### src/rtl/pc_next_sel.sv
// Next-PC generator: owns the fetch PC, arbitrates prioritised redirects and
// parks a redirect that arrives during a fetch stall. Optional PC_ALIGN_CHECK_EN.
module pc_next_sel #(
  parameter int unsigned      WIDTH     = 32,
  parameter int unsigned      NSRC      = 5,
  parameter logic [WIDTH-1:0] RESET_PC  = WIDTH'(32'h0000_3000),
  parameter logic [WIDTH-1:0] ILLOP_VEC = WIDTH'(32'h0000_4180)
) (
  input  logic                    clk,
  input  logic                    rst_n,
  input  logic [NSRC-1:0]         redir_valid,
  input  logic [NSRC*WIDTH-1:0]   redir_target,
  input  logic                    fetch_ready,
  output logic [WIDTH-1:0]        pc,
  output logic                    pc_valid,
  output logic [NSRC-1:0]         redir_taken,
  output logic                    pending,
  output logic                    misalign_err
);

  localparam int unsigned IDXW = (NSRC > 1) ? $clog2(NSRC) : 1;

`ifdef PC_ALIGN_CHECK_EN
  localparam bit ALIGN_CHECK = 1'b1;
`else
  localparam bit ALIGN_CHECK = 1'b0;
`endif

  typedef enum logic [1:0] {
    ST_BOOT = 2'd0,
    ST_RUN  = 2'd1,
    ST_HOLD = 2'd2
  } state_e;

  state_e            state_q, state_d;
  logic [WIDTH-1:0]  pc_q, pc_d;
  logic              pc_valid_q, pc_valid_d;
  logic [NSRC-1:0]   taken_q, taken_d;
  logic              pending_q, pending_d;
  logic              misalign_q, misalign_d;
  logic [WIDTH-1:0]  buf_tgt_q, buf_tgt_d;
  logic [IDXW-1:0]   buf_idx_q, buf_idx_d;

  logic              win_vld;
  logic [IDXW-1:0]   win_idx;
  logic [WIDTH-1:0]  win_tgt;
  logic              upgrade;
  logic [WIDTH-1:0]  ld_tgt;
  logic [IDXW-1:0]   ld_idx;
  logic              ld_bad;
  logic [WIDTH-1:0]  ld_pc;
  logic [NSRC-1:0]   ld_onehot;

  // Lowest-index requester wins; scanning downward lets the lowest index overwrite.
  always_comb begin
    win_vld = 1'b0;
    win_idx = '0;
    win_tgt = '0;
    for (int i = int'(NSRC) - 1; i >= 0; i--) begin
      if (redir_valid[i]) begin
        win_vld = 1'b1;
        win_idx = IDXW'(i);
        win_tgt = redir_target[i*WIDTH +: WIDTH];
      end
    end
  end

  // A live request only beats the parked one if it is strictly higher priority.
  assign upgrade = win_vld && (win_idx < buf_idx_q);

  // Target that would be loaded this cycle, after optional alignment fixup.
  always_comb begin
    ld_tgt = buf_tgt_q;
    ld_idx = buf_idx_q;
    if ((state_q == ST_RUN) || upgrade) begin
      ld_tgt = win_tgt;
      ld_idx = win_idx;
    end
    ld_bad    = ALIGN_CHECK && (ld_tgt[1:0] != 2'b00);
    ld_pc     = ld_bad ? ILLOP_VEC : ld_tgt;
    ld_onehot = NSRC'(1) << ld_idx;
  end

  // State register.
  always_ff @(posedge clk or negedge rst_n) begin
    if (!rst_n) begin
      state_q <= ST_BOOT;
    end else begin
      state_q <= state_d;
    end
  end

  // Next-state logic.
  always_comb begin
    state_d = state_q;
    unique case (state_q)
      ST_BOOT: state_d = ST_RUN;
      ST_RUN: begin
        if (!fetch_ready && win_vld) begin
          state_d = ST_HOLD;
        end
      end
      ST_HOLD: begin
        if (fetch_ready) begin
          state_d = ST_RUN;
        end
      end
      default: state_d = ST_BOOT;
    endcase
  end

  // Output and datapath next values.
  always_comb begin
    pc_d       = pc_q;
    pc_valid_d = pc_valid_q;
    taken_d    = '0;
    pending_d  = pending_q;
    misalign_d = 1'b0;
    buf_tgt_d  = buf_tgt_q;
    buf_idx_d  = buf_idx_q;
    unique case (state_q)
      ST_BOOT: begin
        pc_valid_d = 1'b1;
      end
      ST_RUN: begin
        if (fetch_ready) begin
          if (win_vld) begin
            pc_d       = ld_pc;
            taken_d    = ld_onehot;
            misalign_d = ld_bad;
          end else begin
            pc_d = pc_q + WIDTH'(4);
          end
        end else if (win_vld) begin
          buf_tgt_d = win_tgt;
          buf_idx_d = win_idx;
          pending_d = 1'b1;
        end
      end
      ST_HOLD: begin
        if (fetch_ready) begin
          pc_d       = ld_pc;
          taken_d    = ld_onehot;
          misalign_d = ld_bad;
          pending_d  = 1'b0;
        end else if (upgrade) begin
          buf_tgt_d = win_tgt;
          buf_idx_d = win_idx;
        end
      end
      default: begin
        pc_valid_d = 1'b0;
        pending_d  = 1'b0;
      end
    endcase
  end

  // Datapath and output registers.
  always_ff @(posedge clk or negedge rst_n) begin
    if (!rst_n) begin
      pc_q       <= RESET_PC;
      pc_valid_q <= 1'b0;
      taken_q    <= '0;
      pending_q  <= 1'b0;
      misalign_q <= 1'b0;
      buf_tgt_q  <= '0;
      buf_idx_q  <= '0;
    end else begin
      pc_q       <= pc_d;
      pc_valid_q <= pc_valid_d;
      taken_q    <= taken_d;
      pending_q  <= pending_d;
      misalign_q <= misalign_d;
      buf_tgt_q  <= buf_tgt_d;
      buf_idx_q  <= buf_idx_d;
    end
  end

  assign pc           = pc_q;
  assign pc_valid     = pc_valid_q;
  assign redir_taken  = taken_q;
  assign pending      = pending_q;
  assign misalign_err = misalign_q;

endmodule

### config.mk
export PLATFORM = sky130hd
export DESIGN_NAME = pc_next_sel
export DESIGN_NICKNAME = d
export VERILOG_FILES = /design/src/rtl/pc_next_sel.sv
export SDC_FILE = /design/constraint.sdc
export NUM_CORES = 1
export LEC_CHECK = 0
export BUFFER_PORTS_ARGS = -buffer_cell sky130_fd_sc_hd__buf_4
export CORE_MARGIN = 1
export CORE_UTILIZATION = 45
export DETAILED_ROUTE_END_ITERATION = 10
export PLACE_DENSITY = 0.71
export SYNTH_ARGS = -nofsm -noshare
export SYNTH_HDL_FRONTEND = slang
export SYNTH_SLANG_ARGS = --single-unit
### constraint.sdc
create_clock -name clk -period 2.5 [get_ports clk]
set_input_delay 0 -clock clk [delete_from_list [all_inputs] [get_ports clk]]
set_output_delay 0 -clock clk [all_outputs]
set_load 0.02 [all_outputs]
==> flow_summary.ini, run 1 <==
[global_route]
gr-total-overflow = 0
first_global_vias = 5893
antenna_found_initial = 0
grt_pass1_wl_um = 30440
grt_usage = 0.3142
grt_max_degree = 77

[synth]
yosysMostFrequentCell = dfrtp_1
yosysSeqAreaShare = 0.3517
synth_edf_count = 0
ys_async_sr_fraction = 1.000
syn_nets = 757
synth_cells = 582
ys_ff_latch = 76
yosysTopAreaCellShare = 0.3420
synthTopCellsByArea = dfrtp_1 (34%), mux2_1 (6.2%), a21oi_1 (5.3%)
yosys-top-cells-count = dfrtp_1 (74), a21oi_1 (57), clkbuf_1 (34)
yosys.area.top_type = dfrtp_1
synth_cell_types = 62
yosys_warnings = 0
syn_avg_cell_area_sq_um = 9.304
syn_area_sq_um = 5415
ys.flop_type = dfrtp_1

[finish]
syn_to_final_growth_pct = 40.02
utilization = 0.6556
drive_gt1_frac = 0.3563
n_antenna_cell = 0
final_nets = 967
n_fill_cell = 962
final_cell_area_sq_um = 7582

[clock_network]
clk_latency_ps = 340
cts_buffer_depth = 2
clock_sinks = 76
cts.reportedPaths.clkPinSlew_ps = 60
cts_root_buffer = clkbuf_16
cts_tree = built
cts_buffers = 9
htreeDepth = 3
postCtsSetupBuffers = 0

[floorplanning]
dieArea_sq_um = 12480
core_area_sq_um = 11560
io_pins = 208
rows = 39
initial_core_util = 0.4682
fp.dieH_um = 111.7
fp.dieW_um = 111.7

[outcome]
violations = design-rule violations
status = complete, but fails checks

[flow_run]
drv_cap = 0

[critical_path]
crit_type = reg2reg
critPathLaunchType = register
worst_ep_arrival_time_ps = 2650
end_kind = register
required_ps = 2720
cp_max_fo = 9

[pwr]
seqPwrFrac = 0.302
p_clk_frac = 0.157
finalPower_mw = 7.845
power_frac_comb = 0.540
ir_drop_uv = 565.2
p_per_area_nw_per_um2 = 1035
power.switching_mw = 3.326
p_sw_frac = 0.4239
internal_power_mw = 4.519
p_leak_nw = 3.471

[place]
dpl_cell_area_sq_um = 7247
place_hpwl_um = 14430
port_buffers = 206
gp_congestion = 0.9034

[sta]
grt_setup_unrepaired = false
finalCritPeriodShare = 0.9713
maxSlewHeadroom = 0.3388
slew_violations = 0
fin_skew_ps = 7.004
worst_slew_pin_slew_ps = 991.9
finalHoldViolations = 0
setup_viol = 0
tns_ps = 0
fmax_mhz = 411.8
layout_min_cycle_time_ps = 2428

[drt]
vias = 5913
drc = 15
antenna_left = 0
firstDrtPassIters = 10
drt-total-wl_um = 19210
drt-wirelength-per-cell_um = 20.44
via_per_inst = 6.290
drtIter0Drc = 492

[hold_path]
hold_path_class = in2reg
## path summary, 6_finish.rpt
check                                start           end  slack (ps)  depth (start not counted)
max                           buf_idx_q[1]        pc[25]          70                          8
min                        redir_target[6]         pc[6]          90                          4
max reg2reg                   buf_idx_q[1]        pc[25]          70                          8
min reg2reg                   buf_tgt_q[8]  buf_tgt_q[8]         480                          1
max in group asynchronous            rst_n        pc[19]        1490                          2
min in group asynchronous            rst_n         pc[1]         360                          2
## logic make-up after synthesis
logic type               Yosys count  share of synthesized area
AO/OA/AOI/OAI                    224                     0.2964
flip-flops                        76                     0.3517
buffers and inverters             61                    0.05152
multiplexers                      67                     0.1329
AND/OR/NAND/NOR                  146                     0.1506
other                              1                  0.0006925
adder cells (fa/ha/maj)            7                    0.01617
## per-stage QoR
| step | hold WS, ps | worst slack (ps) | std cells |
|---|---|---|---|
| 2_1_floorplan | -295.6 | 6.060 | 582 |
| 3_3_place_gp | 222.4 | 131.3 | 922 |
| 3_5_place_dp | 227.5 | 14.66 | 922 |
| 4_1_cts | 84.20 | 34.90 | 940 |
| 5_1_grt | 99.09 | 14.12 | 940 |
| 6_report | 91.97 | 71.72 | 940 |
## power by group through the flow
| stage | combinational (mW) | clock [mW] | sequential, mW |
|---|---|---|---|
| finish | 4.24 | 1.23 | 2.37 |
| global placement | 4.08 | 0 | 2.35 |
| CTS | 4.19 | 1.24 | 2.36 |
| detailed placement | 4.17 | 0 | 2.38 |
| floorplan | 2.39 | 0 | 2.57 |
| global route | 4.55 | 1.32 | 2.46 |
## final cells by class
class	instances	area, sq um	area share
multi-input cells	445	3269	0.4312
flip-flops and latches	76	1904	0.2512
repair buffers	247	1901	0.2507
clock buffers	11	242.7	0.03201
well taps	143	178.9	0.02360
inverters	13	48.80	0.006436
clock inverters	5	37.54	0.004950
## what timing repair did
item / in CTS / in global routing
hold buffers: 2 / 0
gates resized for setup: 0 / 8
endpoints found under the hold margin: 76 / 0
setup endpoints to repair: 0 / 8
## sequential cells by signal, summed over array words and instances, names as in the netlist
signal	cells
state_q	2
buf_idx_q	3
pc	32
pc_valid	1
redir_taken	5
pending	1
buf_tgt_q	32
## cells in the final DEF (no fill, tap or decap), drive strengths merged, types with 6 or more instances in the layout
cell type and count:
mux2 39, nand3 17, a211oi 11, inv 12, dfrtp 74, a221oi 6, a2bb2oi 13, a21o 20
nand4 7, o21ai 26, nor4 9, and3 7, clkbuf 11, o22ai 20, a222oi 17, ha 7
and3b 13, nor2 22, nor3 26, nand2 22, mux2i 28, a21oi 57, o221ai 16, buf 245
## routing by layer
layer | global-route usage | vias to the layer above | share of wire
met1 | 0.3870 | 2843 | 0.41
met2 | 0.5308 | 296 | 0.48
met4 | 0.1495 | 0 | 0.036
li1 | - | 2729 | -
met5 | 0 | - | 0
met3 | 0.05879 | 45 | 0.073
## critical path, stage by stage, from the launching register on
cell,delay (ps)
dfrtp_1,410
inv_2,100
ha_4,200
nor2b_2,160
o21a_2,260
o31ai_4,370
buf_4,260
mux2_2,350
o211a_1,210
(Power assumes the default switching activity.)
==> run 2, diff against run 1 <==
ABC_AREA = 1   (was default)
CELL_PAD_IN_SITES_DETAIL_PLACEMENT = 1   (was default)
CELL_PAD_IN_SITES_GLOBAL_PLACEMENT = 2   (was default)
CORE_UTILIZATION = 25   (was 45)
PLACE_DENSITY = 0.78   (was 0.71)
==> run 2 against run 1 <==
Net effect: the flow now finishes without violations; clock skew down 1.5 ps; core utilization shrank 31 points; worst setup slack gained 320 ps; synthesized area is 14% higher; critical endpoint is now buf_idx_q[2]; die area increased by 100%.
==> flow_summary.ini, run 2 <==
[sta]
finalHoldViolations = 0
tns_ps = 0
maxSlewHeadroom = 0.3128
worst_slew_pin_slew_ps = 1031
fmax_mhz = 474.3
layout_min_cycle_time_ps = 2108
grt_setup_unrepaired = false
slew_violations = 0
finalCritPeriodShare = 0.8433
setup_viol = 0
fin_skew_ps = 5.505

[drt]
antenna_left = 0
drc = 0
drtIter0Drc = 247
vias = 7188
via_per_inst = 4.526
drt-total-wl_um = 24170
firstDrtPassIters = 4
drt-wirelength-per-cell_um = 15.22

[synth]
synth_cell_types = 31
synth_cells = 1072
ys_ff_latch = 76
synthTopCellsByArea = nand2_1 (30%), dfrtp_1 (30%), nand3_1 (9.6%)
syn_area_sq_um = 6183
ys.flop_type = dfrtp_1
syn_nets = 1247
syn_avg_cell_area_sq_um = 5.768
yosysTopAreaCellShare = 0.3029
yosys-top-cells-count = nand2_1 (499), nor2_1 (120), nand3_1 (118)
ys_async_sr_fraction = 1.000
synth_edf_count = 0
yosysSeqAreaShare = 0.3080
yosysMostFrequentCell = nand2_1
yosys_warnings = 0
yosys.area.top_type = nand2_1

[critical_path]
crit_type = reg2reg
r2r_slack_ps = 390
critPathLaunchType = register
end_kind = register
worst_ep_arrival_time_ps = 2310
cp_max_fo = 32
required_ps = 2700

[floorplanning]
initial_core_util = 0.2543
io_pins = 208
fp.dieH_um = 159.3
fp.dieW_um = 159.3
rows = 57
core_area_sq_um = 24320
dieArea_sq_um = 25370

[pwr]
power_frac_comb = 0.543
power.switching_mw = 3.761
p_clk_frac = 0.160
p_per_area_nw_per_um2 = 934.7
seqPwrFrac = 0.297
p_leak_nw = 4.469
ir_drop_uv = 466.1
p_sw_frac = 0.4829
internal_power_mw = 4.028

[finish]
multi_input_area_sq_um = 3677
final-seq-area_sq_um = 1904
syn_to_final_growth_pct = 34.76
utilization = 0.3426
n_antenna_cell = 0
drive_gt1_frac = 0.2128
final_nets = 1434
layout_common_cells = nand2_1 (499), buf_4 (225), nor2_1 (120), nand3_1 (118), dfrtp_1 (74)
n_fill_cell = 3189
layout_commonest_cell = nand2_1

[clock_network]
cts_tree = built
clock_sinks = 76
cts.reportedPaths.clkPinSlew_ps = 60
cts_root_buffer = clkbuf_16
htreeDepth = 3
clk_latency_ps = 340
cts_buffer_depth = 2
cts_buffers = 9
postCtsSetupBuffers = 0

[hold_path]
hold_path_class = in2reg

[global_route]
antenna_found_initial = 0
grt_max_degree = 77
first_global_vias = 7534
grt_usage = 0.1956
gr-total-overflow = 0
grt_pass1_wl_um = 39960

[place]
gp_congestion = 0.8289
place_hpwl_um = 18930
port_buffers = 206

[outcome]
status = finished clean

[flow_run]
drv_cap = 0
-- run 2: changes by cell type after synthesis, moves of 16 or more --
| cell | previous run | this run |
|---|---|---|
| nand3_1 | 17 | 118 |
| mux2_1 | 30 | 0 |
| a222oi_1 | 17 | 0 |
| nor3_1 | 25 | 7 |
| o221ai_1 | 16 | 0 |
| nand2_1 | 22 | 499 |
| o22ai_1 | 20 | 0 |
| mux2i_1 | 28 | 0 |
| a21o_1 | 19 | 0 |
| nor2_1 | 22 | 120 |
| inv_1 | 12 | 73 |
-- run 2: logic make-up after synthesis --
group,count (synthesis),share of synthesized area
xor gates and xnor gates,4,0.005667
and+or+nand+nor,774,0.5138
buffers and inverters,137,0.09794
adders and majority gates,7,0.01416
AOI/OAI and AO/OA,73,0.05989
DFF,76,0.3080
other,1,0.0006065
-- run 2: power groups by stage --
stage	clock, mW	sequential [mW]	combinational, mW
final	1.24	2.31	4.23
after global placement	0	2.33	4.17
after floorplan	0	2.48	2.59
after global routing	1.32	2.40	4.82
after CTS	1.28	2.32	4.30
after detailed placement	0	2.34	4.28
-- run 2: repair_timing --
action                                 in CTS  in global routing
hold buffers                                5                  0
endpoints found under the hold margin      78                  0
resized for setup                           0                  0
-- run 2: final timing paths --
kind                                       start             to  cells past startpoint
worst max-delay path                  state_q[1]   buf_idx_q[2]                      8
worst min-delay path            redir_target[15]  buf_tgt_q[15]                      5
worst max register to register        state_q[1]   buf_idx_q[2]                      8
worst min register to register     buf_tgt_q[26]  buf_tgt_q[26]                      2
max in group asynchronous                  rst_n          pc[8]                      2
min in group asynchronous                  rst_n          pc[0]                      2
-- run 2: critical path, cell delays in order (launching register included) --
cell and delay [ps]:
dfrtp_1 380, inv_1 90, ha_1 240, inv_1 270
o21ai_1 150, nor2_1 180, nand2_2 90, inv_2 410
o21ai_0 150
-- run 2: metal layers --
layer	GRT usage	wire, um	up-vias
li1	-	-	3690
met1	0.2738	11880	3300
met2	0.3106	10760	184
met3	0.03699	1267	14
met4	0.04371	264	0
met5	0	0	-
-- run 2: metrics by stage --
step	worst slack (ps)	std cells	cell area [sq um]	power (mW)	hold slack, ps
global placement	316.5	1567	8004	6.501	243.1
detailed placement	239.5	1567	8004	6.612	250.4
CTS	363.0	1588	8333	7.903	4.882
floorplan	749.1	1072	6183	5.074	-295.6
finish	391.7	1588	8333	7.789	12.72
global route	138.1	1588	8333	8.541	32.73
-- run 2: final cells by class --
class / count / share of cell area
Tap cell: 324 / 0.04865
Clock inverter: 5 / 0.004354
Sequential cell: 76 / 0.2285
Timing Repair Buffer: 231 / 0.2111
Inverter: 82 / 0.03694
Clock buffer: 11 / 0.02913
Multi-Input combinational cell: 859 / 0.4413
==> run 3, diff against run 2 <==
CORE_UTILIZATION = 23   (was 25)
PLACE_DENSITY = 0.75   (was 0.78)
clock period = 1.8 ns   (was 2.5 ns; I/O delays follow)
==> run 3 against run 2 <==
Net effect: the flow now finishes with violations (design-rule violations); largest power group unchanged; final cell count up 4.3%; critical path type unchanged; register-to-register slack worse by 330 ps; design area up 9.4%; combinational power up 76%; critical path depth up 1; sequential power up 39%; worst setup slack worse by 330 ps; clock-buffer cell count down 2.
==> flow_summary.ini, run 3 (same netlist as run 2, synthesis figures left out) <==
[outcome]
status = complete, but fails checks
violations = design-rule violations

[global_route]
antenna_found_initial = 0
grt_usage = 0.1898
grt_max_degree = 65
first_global_vias = 7772
grt_pass1_wl_um = 41980
gr-total-overflow = 0

[floorplanning]
fp.dieH_um = 166.0
dieArea_sq_um = 27540
rows = 59
fp.dieW_um = 166.0
io_pins = 208
initial_core_util = 0.2360
core_area_sq_um = 26210

[drt]
wl_met2_um = 11810
antenna_left = 0
drtIter0Drc = 279
via_per_inst = 4.548
wl_met1_um = 12720
drt-wirelength-per-cell_um = 15.82
vias = 7532
top_layer_used = met4
drt-total-wl_um = 26200
firstDrtPassIters = 7
drc = 4
wl_met3_um = 1448

[sta]
tns_ps = 0
maxSlewHeadroom = 0.5882
finalHoldViolations = 0
worst_slew_pin_slew_ps = 617.7
fin_skew_ps = 9.117
finalCritPeriodShare = 0.9656
setup_ws_ps = 61.84
fmax_mhz = 575.3
fin_hold_ws_ps = 8.252
layout_min_cycle_time_ps = 1738
setup_viol = 0
grt_setup_unrepaired = true
slew_violations = 0

[critical_path]
crit_end = pc[27]
regToRegEndpoint = pc[27]
path_depth = 9
critPathLaunchType = register
critPathLaunch = state_q[0]
critPathTopFamily = buffers and inverters
worst_ep_arrival_time_ps = 1960
path_cells = inv_1 > ha_2 > nor2_2 > buf_4 > inv_2 > buf_12 > nand3_1 > nand2_1 > nand2_1
r2r_slack_ps = 60
slowest_delay_ps = 400
end_kind = register
r2r_cells = 9
required_ps = 2020
slowest_stage = dfrtp_1
cp_max_fo = 31
crit_type = reg2reg
cp.buffers_inverters = 4
reg2reg_from = state_q[0]
cp_common_cell = nand2_1

[finish]
final_nets = 1492
syn_to_final_growth_pct = 47.49
layout_common_cells = nand2_1 (495), buf_4 (270), nand3_1 (113), nor2_1 (112), inv_1 (70)
final_cell_area_sq_um = 9120
drive_gt1_frac = 0.2740
n_fill_cell = 3380
n_antenna_cell = 0
final-seq-area_sq_um = 1911
multi_input_area_sq_um = 3812
layout_commonest_cell = nand2_1

[pwr]
p_per_area_nw_per_um2 = 1382
ir_drop_uv = 719.8
p_leak_nw = 4.860
finalPower_mw = 12.61

[place]
place_ws_ps = -91.03
dpl_cell_area_sq_um = 8466
place_hpwl_um = 20460
port_buffers = 206
gp_congestion = 0.8193

[clock_network]
cts_root_buffer = clkbuf_16
cts_buffers = 9
cts_tree = built
htreeDepth = 3
cts.reportedPaths.clkPinSlew_ps = 60
cts_buffer_depth = 2
clk_latency_ps = 330
clock_sinks = 76

[flow_run]
drv_cap = 0

[hold_path]
hold_path_class = in2reg
[run 3: repair_timing]
action	CTS	global route
resized for setup	5	46
gates cloned	0	4
pin swaps	0	16
setup buffers	0	8
hold buffers	3	0
endpoints found under the setup margin	5	72
endpoints found under the hold margin	41	0
[run 3: through the flow]
stage	util	cells
after floorplan	-	1072
final	0.3480	1656
after global routing	0.3480	1656
after CTS	0.3367	1644
after global placement	0.3230	1626
after detailed placement	0.3230	1626
[run 3: how the worst min path moves through the flow]
stage,cells past startpoint,from,endpoint
4_1_cts,5,redir_target[25],buf_tgt_q[25]
5_1_grt,5,redir_target[25],buf_tgt_q[25]
3_5_place_dp,1,rst_n,buf_tgt_q[0]
2_1_floorplan,0,rst_n,buf_idx_q[0]
3_3_place_gp,1,rst_n,buf_tgt_q[0]
6_report,5,redir_target[25],buf_tgt_q[25]
[run 3: report_power, final]
group	internal, mW	switching, mW	leakage, nW	total [mW]
logic	3.19	4.27	3.75	7.45
registers	2.49	0.727	0.956	3.22
clock network	1.21	0.722	0.151	1.93
[run 3: worst register-to-register path: stages, from the launching register on]
cell,delay (ps)
dfrtp_1,400
inv_1,100
ha_2,260
nor2_2,70
buf_4,150
inv_2,100
buf_12,200
nand3_1,180
nand2_1,110
nand2_1,50
[run 3: layout make-up]
cell class / instances / share of cell area
Sequential cell: 76 / 0.2095
Multi-Input combinational cell: 859 / 0.4180
Clock buffer: 9 / 0.02469
Timing Repair Buffer: 289 / 0.2579
Clock inverter: 6 / 0.009878
Tap cell: 335 / 0.04596
Inverter: 82 / 0.03402
[run 3: metal layers]
metal	track usage	up-vias
met5	0	-
met4	0.03860	0
met3	0.03051	13
met2	0.3007	197
met1	0.2704	3504
li1	-	3818
